===== src/rtl/sparse_mac_row.sv =====
// rtl/sparse_mac_row.sv - systolic row of sparse MAC PEs with drain and result streaming
module sparse_mac_row #(
  parameter int DATA_WIDTH = 8,
  parameter int ACC_WIDTH  = 32,
  parameter int BLOCK_SIZE = 4,
  parameter int NUM_PE     = 4,
  parameter int IDX_WIDTH  = 4,
  localparam int OUT_IDX_WIDTH = (NUM_PE > 1) ? $clog2(NUM_PE) : 1
) (
  input  logic                                       Clk,
  input  logic                                       rst,
  input  logic [BLOCK_SIZE*BLOCK_SIZE*DATA_WIDTH-1:0] act_block,
  input  logic [DATA_WIDTH-1:0]                      weight_in,
  input  logic [NUM_PE*IDX_WIDTH-1:0]                idx_in,
  input  logic [NUM_PE*ACC_WIDTH-1:0]                bias_in,
  input  logic                                       is_signed,
  input  logic                                       block_last,
  input  logic                                       in_valid,
  output logic                                       in_ready,
  output logic [ACC_WIDTH-1:0]                       out_data,
  output logic [OUT_IDX_WIDTH-1:0]                   out_idx,
  output logic                                       out_last,
  output logic                                       out_valid,
  input  logic                                       out_ready
);
  localparam int NE = BLOCK_SIZE * BLOCK_SIZE;

  typedef enum logic [1:0] {IDLE, ACCUM, DRAIN, OUTPUT} state_t;
  state_t state;

  logic [NE*DATA_WIDTH-1:0]     act_q;
  logic                         signed_q;
  logic [NUM_PE-1:0]            st_valid;
  logic [DATA_WIDTH-1:0]        st_w   [NUM_PE];
  logic [NUM_PE*IDX_WIDTH-1:0]  st_idx [NUM_PE];
  logic [ACC_WIDTH-1:0]         acc    [NUM_PE];
  logic [ACC_WIDTH-1:0]         prod   [NUM_PE];
  logic [OUT_IDX_WIDTH-1:0]     drain_cnt;
  logic                         accept;

  assign in_ready = (state == IDLE) || (state == ACCUM);
  assign accept   = in_valid && in_ready;

  // Operands are widened to ACC_WIDTH first so one multiplier serves both signed and unsigned modes.
  always_comb begin
    logic [DATA_WIDTH-1:0] sel;
    logic [ACC_WIDTH-1:0]  ax;
    logic [ACC_WIDTH-1:0]  wx;
    sel = '0;
    ax  = '0;
    wx  = '0;
    for (int k = 0; k < NUM_PE; k++) begin
      sel = act_q[DATA_WIDTH-1:0];
      for (int e = 0; e < NE; e++) begin
        if (st_idx[k][k*IDX_WIDTH +: IDX_WIDTH] == IDX_WIDTH'(e))
          sel = act_q[e*DATA_WIDTH +: DATA_WIDTH];
      end
      ax = signed_q ? {{(ACC_WIDTH-DATA_WIDTH){sel[DATA_WIDTH-1]}}, sel}
                    : {{(ACC_WIDTH-DATA_WIDTH){1'b0}}, sel};
      wx = signed_q ? {{(ACC_WIDTH-DATA_WIDTH){st_w[k][DATA_WIDTH-1]}}, st_w[k]}
                    : {{(ACC_WIDTH-DATA_WIDTH){1'b0}}, st_w[k]};
      prod[k] = ax * wx;
    end
  end

  always_comb begin
    out_data = '0;
    for (int k = 0; k < NUM_PE; k++) begin
      if (out_idx == OUT_IDX_WIDTH'(k))
        out_data = acc[k];
    end
  end

  assign out_last = out_valid && (out_idx == OUT_IDX_WIDTH'(NUM_PE - 1));

  always_ff @(posedge Clk or posedge rst) begin
    if (rst) begin
      state     <= IDLE;
      act_q     <= '0;
      signed_q  <= 1'b0;
      st_valid  <= '0;
      drain_cnt <= '0;
      out_valid <= 1'b0;
      out_idx   <= '0;
      for (int k = 0; k < NUM_PE; k++) begin
        st_w[k]   <= '0;
        st_idx[k] <= '0;
        acc[k]    <= '0;
      end
    end else begin
      st_valid[0] <= accept;
      st_w[0]     <= weight_in;
      st_idx[0]   <= idx_in;
      for (int k = 1; k < NUM_PE; k++) begin
        st_valid[k] <= st_valid[k-1];
        st_w[k]     <= st_w[k-1];
        st_idx[k]   <= st_idx[k-1];
      end
      for (int k = 0; k < NUM_PE; k++) begin
        if (st_valid[k])
          acc[k] <= acc[k] + prod[k];
      end

      case (state)
        IDLE: begin
          if (accept) begin
            act_q     <= act_block;
            signed_q  <= is_signed;
            drain_cnt <= '0;
            // Pipeline is empty between blocks, so the bias load never collides with an update.
            for (int k = 0; k < NUM_PE; k++)
              acc[k] <= bias_in[k*ACC_WIDTH +: ACC_WIDTH];
            state <= block_last ? DRAIN : ACCUM;
          end
        end
        ACCUM: begin
          if (accept && block_last) begin
            drain_cnt <= '0;
            state     <= DRAIN;
          end
        end
        DRAIN: begin
          if (drain_cnt == OUT_IDX_WIDTH'(NUM_PE - 1)) begin
            state     <= OUTPUT;
            out_valid <= 1'b1;
            out_idx   <= '0;
          end else begin
            drain_cnt <= drain_cnt + 1'b1;
          end
        end
        OUTPUT: begin
          if (out_ready) begin
            if (out_idx == OUT_IDX_WIDTH'(NUM_PE - 1)) begin
              state     <= IDLE;
              out_valid <= 1'b0;
              out_idx   <= '0;
            end else begin
              out_idx <= out_idx + 1'b1;
            end
          end
        end
        default: state <= IDLE;
      endcase
    end
  end
endmodule


===== config.mk =====
export PLATFORM = sky130hd
export DESIGN_NAME = sparse_mac_row
export DESIGN_NICKNAME = d
export VERILOG_FILES = /design/src/rtl/sparse_mac_row.sv
export SDC_FILE = /design/constraint.sdc
export NUM_CORES = 2
export LEC_CHECK = 0
export CORE_UTILIZATION = 57
export CTS_CLUSTER_SIZE = 12
export DETAILED_ROUTE_END_ITERATION = 7
export PLACE_DENSITY = 0.79
export SLEW_MARGIN = 15
export SYNTH_ARGS = -nofsm -noshare
export SYNTH_HDL_FRONTEND = slang
export SYNTH_SLANG_ARGS = --single-unit

===== constraint.sdc =====
create_clock -name Clk -period 9.65 [get_ports Clk]
set_input_delay 0.965 -clock Clk [delete_from_list [all_inputs] [get_ports Clk]]
set_output_delay 0.965 -clock Clk [all_outputs]
set_load 0.005 [all_outputs]

; ---- Word-level counts from Yosys, hierarchy flattened
; Index checks and enable logic that the tools add are counted.
[word_totals]
word_cells = 212
in_bits = 286
ff_bits = 364
[op_classes]
multipliers = 4
n_eq_ne = 73
reduce_logical = 13
muxes = 97
addsub = 6
[op_table]
columns = cell, n
row1 = $mux W32, 16
row2 = $mux W8, 60
row3 = $mux W128, 2
row4 = $add A32 B32 Y32, 4
row5 = $eq A4 B4 Y1 const B, 32
row6 = $mul A32 B32 Y32, 4
row7 = $eq A4 B3 Y1 const B, 16
row8 = $eq A4 B2 Y1 const B, 8
row9 = $mux W2, 12
row10 = $eq A4 B1 Y1 const B, 4
row11 = $eq A2 B2 Y1 const B, 5
row12 = $ne A2 B2 Y1 const B, 5
row13 = $pmux W2 S4, 1
row14 = $reduce_and A4 Y1, 2
row15 = $pmux W2 S3, 1
row16 = $reduce_and A5 Y1, 1
row17 = $add A2 B1 Y2 const B, 2
row18 = $eq A2 B1 Y1 const B, 2
row19 = $logic_not A2 Y1, 2
row20 = $pmux W2 S2, 1
row21 = $logic_and A1 B1 Y1, 3
row22 = $mux W1, 3
row23 = $reduce_and A3 Y1, 1
row24 = $reduce_bool A3 Y1, 1
row25 = other kinds (5), 5

; ---- Logic depth before layout (Yosys ltp)
[depth]
ltp_word = 22
ltp_mapped = 39
mapped_depth_nobuf = 35

; ---- Worst setup path after synthesis
; Ideal clock, no wire load.
[synth_timing]
path_kind = reg2reg
startpoint = reg st_idx[49] (netlist bit)
endpoint = reg acc[127] (netlist bit)
stages_incl_launch_ff = 33
arrival_ns = 8.846
required_time_ns = 9.513
setup_slack_ns = 0.667
n_path_buf = 2
path_cell_list = dfrtp_1 > buf_4 > and2b_1 > buf_4 > a21oi_1 > o22ai_1 > a22oi_1 > o21a_1 > and3_1 > fa_1 > fa_1 > fa_1 > inv_1 > fa_1 > inv_1 > fa_1 > inv_1 > fa_1 > inv_1 > fa_1 > inv_1 > fa_1 > inv_1 > ha_1 > a21o_1 > a2111oi_0 > a21boi_0 > a311oi_1 > a2111oi_1 > o31ai_1 > xnor2_1 > mux2i_1 > a21oi_1
[synth_between]
elab_chain_cells = 22
elab_cells_between_ends = 36
cone_classes = 1 x add/sub / 1 x mul / 15 x eq/ne / 19 x mux
[synth_rtl]
columns = element, line
row1 = from (decl), 35  ; logic [NUM_PE*IDX_WIDTH-1:0] st_idx [NUM_PE];
row2 = "from (signal, indexed assignment)", 97  ; st_idx[k] <= st_idx[k-1];
row3 = $eq A4 B1 Y1, 55  ; if (st_idx[k][k*IDX_WIDTH +: IDX_WIDTH] == IDX_WIDTH'(e))
row4 = $mux W8 (14 in series), 55
row5 = $mux W8 *, 55
row6 = $mux W32 *, 58  ; ax = signed_q ? {{(ACC_WIDTH-DATA_WIDTH){sel[DATA_WIDTH-1]}}, sel}
row7 = $mul A32 B32 Y32 *, 62  ; prod[k] = ax * wx;
row8 = $add A32 B32 Y32 *, 101  ; acc[k] <= acc[k] + prod[k];
row9 = $mux W32 *, 100  ; if (st_valid[k])
row10 = $mux W128, 106  ; if (accept) begin
row11 = $mux W128 *, 104  ; case (state)
row12 = "to (signal, indexed assignment)", 101
row13 = "to (signal, indexed assignment)", 112  ; acc[k] <= bias_in[k*ACC_WIDTH +: ACC_WIDTH];
row14 = to (decl), 36  ; logic [ACC_WIDTH-1:0] acc [NUM_PE];
; Mark *: on every way between the ends. The rest lies on a longest branch, timed or not.
; A chain may end at the register's enable or synchronous reset.

; ---- Worst setup path in the final report
[layout_timing]
startpoint = reg st_idx[24] (netlist bit)
endpoint = reg acc[63] (netlist bit)
; The elaborated chain is that of the path after synthesis.

==> impl_metrics.yaml <==
timing:
  count_of_endpoints_failing_hold_in_the_final_timing_report: 0
  final.setup.worst_slack_ns: 0.246
  max_slew.worst_pin.slew_ns: 1.07
  slew_viol_final: 0
  setup_viol: 0
  clock.fmax_ghz: 0.106
  period_minus_slack_ns: 9.40
  clock_skew_ns: 0.0432
  fin_worst_hold_slack_ns: 0.342
  slew-limit-headroom: 0.288
  post-route-period-util: 0.975
synth:
  yosys.area.top_type: "sky130_fd_sc_hd__fa_1"
  synthCells: 6591
  post_synth_main_area_contributors: "sky130_fd_sc_hd__fa_1 (35%), sky130_fd_sc_hd__dfrtp_1 (14%), sky130_fd_sc_hd__ha_1 (11%), sky130_fd_sc_hd__inv_1 (9.1%), sky130_fd_sc_hd__nand2_1 (4.9%)"
  mappedNetlistArea_um2: 60100
  async_flop_share: 1.00
  synth_top_flop_cell: "sky130_fd_sc_hd__dfrtp_1"
  yosysMostFrequentCell: "sky130_fd_sc_hd__inv_1"
  synth.cells.most_frequent: "sky130_fd_sc_hd__inv_1 (1463), sky130_fd_sc_hd__fa_1 (1042), sky130_fd_sc_hd__nand2_1 (778), sky130_fd_sc_hd__ha_1 (506), sky130_fd_sc_hd__dfrtp_1 (340)"
  post-synth-top-area-fraction: 0.347
  synth.avg_cell_area_um2: 9.12
  synth_enable_flop_cells: 0
  synth.yosys.warnings: 0
  postSynthNetCount: 8425
  yosysSeqAreaShare: 0.142
  post_synth_num_cell_types: 98
  synth_seq_cells: 340
clock_tree:
  cts_tree: "done"
  clock_path_buffers: 3
  cts_made_buffers: 46
  cts_root_buf: "sky130_fd_sc_hd__clkbuf_16"
  clock_tree.htree_level_count: 2
  numClockSinks: 340
  cts.reportedPaths.clkPinSlew_ns: 0.06
  clock_latency_ns: 0.69
floorplan:
  fp-row-count: 118
  boundaryPins: 323
  initial_util: 0.577
  fp.dieW_um: 327
  dieArea_um2: 107000
  floorplan.core_area_um2: 104000
  height_of_the_chip_um: 327
finish:
  post_route_cells_drive_above_1_share: 0.0740
  filler_cell_count: 8398
  synthToLayoutAreaGrowth_pct: 13.4
  final_nets: 8837
  post_layout_nonfiller_instances: 8436
global_routing:
  grt_first_pass_wirelength_mm: 330
  grt_antenna_before_repair: 24
  largest_net_degree_at_the_start_of_global_routing: 133
  grt_remaining_overflow: 0
  first_global_vias: 53200
  gr-usage-all-layers: 0.421
worst_hold_path:
  hold-path-endpoint: "st_idx[40]"
  worstHoldStart: "st_idx[56]"
  worstHoldPathType: "register to register"
  hold-path-cell-count: 0
outcome:
  run_status: "finished clean"
setup_path:
  cp_data_required_time_ns: 10.18
  timing.critical_path.fanout_max: 24
  reg2regPathDepth: 26
  timing.reg2reg.setup_slack_ns: 0.25
  reg2reg_to: "acc[63]"
  timing.critical_path.from_type: "register"
  timing.rr.start: "st_idx[24]"
  crit_arrival_ns: 9.94
  crit_type: "register to register"
  critical_path.endpoint_type: "register"
placed_design:
  dp_slack_ns: 0.146
  detailedPlacementHpwl_mm: 184
  place.port_buffers: 322
  routabilityCongestion: 1.15
  place.detailed.instances: 8329
route:
  vias: 49400
  antenna_violating_nets_post_route: 0
  drt_first_pass_iters: 6
  wire_per_inst_um: 26.0
  drt_iter0_drc: 4651
  wl_mm: 219
  route.detailed.drc: 0
  vias_per_cell: 5.85
run:
  max_cap_viol_count: 0
-- area by class of cell --
type / count / area (um^2) / share of cell area
antenna: 16 / 40.0 / 0.000587
clock inverter: 31 / 375 / 0.00551
clock buffer: 54 / 1230 / 0.0181
sequential: 340 / 8530 / 0.125
multi-input combinational: 4526 / 45000 / 0.661
inverter: 1470 / 5530 / 0.0811
timing repair buffer: 619 / 5690 / 0.0835
tap: 1380 / 1730 / 0.0253
-- state kept, by name, summed over array words and instances, names as in the netlist --
register   count
st_w          32
acc          128
st_idx        40
signed_q       1
st_valid       4
act_q        128
state          2
out_valid      1
out_idx        2
drain_cnt      2
-- layout by cell type, fill, tap and decap left out, types with 27 or more instances in the layout --
cell type | Yosys | final
sky130_fd_sc_hd__dfrtp_1 | 340 | 329
sky130_fd_sc_hd__o21ai_0 | 311 | 311
sky130_fd_sc_hd__fa_1 | 1042 | 1041
sky130_fd_sc_hd__clkdlybuf4s50_1 | 0 | 322
sky130_fd_sc_hd__inv_1 | 1463 | 1460
sky130_fd_sc_hd__o22ai_1 | 27 | 27
sky130_fd_sc_hd__o21a_1 | 29 | 28
sky130_fd_sc_hd__xor2_1 | 72 | 72
sky130_fd_sc_hd__mux2_2 | 34 | 34
sky130_fd_sc_hd__nor2b_1 | 55 | 54
sky130_fd_sc_hd__and3_1 | 40 | 40
sky130_fd_sc_hd__nand2_1 | 778 | 777
sky130_fd_sc_hd__a31oi_1 | 40 | 38
sky130_fd_sc_hd__nor2_1 | 257 | 257
sky130_fd_sc_hd__nor3_1 | 39 | 38
sky130_fd_sc_hd__ha_1 | 506 | 503
sky130_fd_sc_hd__nand2b_1 | 42 | 42
sky130_fd_sc_hd__clkbuf_16 | 0 | 46
sky130_fd_sc_hd__a21o_1 | 39 | 39
sky130_fd_sc_hd__o211ai_1 | 27 | 27
sky130_fd_sc_hd__a22oi_1 | 28 | 27
sky130_fd_sc_hd__and2_1 | 186 | 186
sky130_fd_sc_hd__mux2i_1 | 130 | 130
sky130_fd_sc_hd__xnor2_1 | 161 | 161
sky130_fd_sc_hd__nand3_1 | 46 | 46
sky130_fd_sc_hd__buf_4 | 23 | 277
sky130_fd_sc_hd__a21oi_1 | 281 | 281
-- critical path, cell delays in order, from the launching register on --
cell                       delay, ns
sky130_fd_sc_hd__dfrtp_4        0.64
sky130_fd_sc_hd__buf_4          0.21
sky130_fd_sc_hd__mux4_2         0.51
sky130_fd_sc_hd__mux2i_1        0.44
sky130_fd_sc_hd__a21oi_1        0.22
sky130_fd_sc_hd__buf_12         0.20
sky130_fd_sc_hd__and3_1         0.26
sky130_fd_sc_hd__fa_1           0.65
sky130_fd_sc_hd__inv_1          0.19
sky130_fd_sc_hd__fa_1           0.69
sky130_fd_sc_hd__fa_1           0.47
sky130_fd_sc_hd__fa_1           0.49
sky130_fd_sc_hd__inv_1          0.05
sky130_fd_sc_hd__fa_1           0.48
sky130_fd_sc_hd__fa_1           0.52
sky130_fd_sc_hd__fa_1           0.52
sky130_fd_sc_hd__inv_1          0.06
sky130_fd_sc_hd__fa_1           0.47
sky130_fd_sc_hd__inv_1          0.04
sky130_fd_sc_hd__ha_1           0.35
sky130_fd_sc_hd__nand4_1        0.14
sky130_fd_sc_hd__buf_4          0.17
sky130_fd_sc_hd__o41ai_1        0.80
sky130_fd_sc_hd__a211oi_1       0.17
sky130_fd_sc_hd__nor3_1         0.27
sky130_fd_sc_hd__xnor2_1        0.15
sky130_fd_sc_hd__o21ai_1        0.08
-- repair_timing --
item / CTS / global route
setup endpoints to repair: 0 / 28
hold buffers: 0 / 0
resized for setup: 0 / 31
buffers inserted: 0 / 6
-- through the flow --
stage                      TNS, ns  instance area (um^2)   util
after detailed placement         0                 66300  0.637
after global routing      -0.00310                 68100  0.655
after global placement           0                 66300  0.637
final                            0                 68200  0.655
after CTS                        0                 67900  0.653
after floorplan                  0                 60100      -
-- logic make-up (layout without fill, tap and decap cells) --
family	count (synthesis)	in the layout	share of synthesized area
mux	191	191	0.0378
other cells	0	16	0
fa+ha+maj	1557	1557	0.454
xor+xnor	233	233	0.0340
flops	340	340	0.142
simple gates	1539	1539	0.117
buf+inv	1725	2174	0.111
compound gates	1006	1006	0.105
-- worst max-delay path by stage --
| stage | start | end | slack [ns] | depth (start not counted) |
|---|---|---|---|---|
| 3_5_place_dp | st_idx[14] | acc[29] | 0.15 | 32 |
| 5_1_grt | st_idx[48] | acc[127] | -0.003 | 32 |
| 2_1_floorplan | st_idx[49] | acc[127] | 0.67 | 32 |
| 4_1_cts | st_idx[14] | acc[29] | 0.04 | 32 |
| 6_report | st_idx[24] | acc[63] | 0.25 | 26 |
| 3_3_place_gp | st_idx[14] | acc[31] | 0.24 | 31 |
-- layer usage --
metal  GRT usage  up-vias  routed length (um)
met5           0        -                 142
met4       0.183       18               11300
met3       0.128      524               23000
met2       0.652     2386               98400
met1       0.548    25000               86100
li1            -    21400                   -
Power is not shown: default switching activity piles up to over one toggle a cycle in this logic, so the estimate is an artifact.
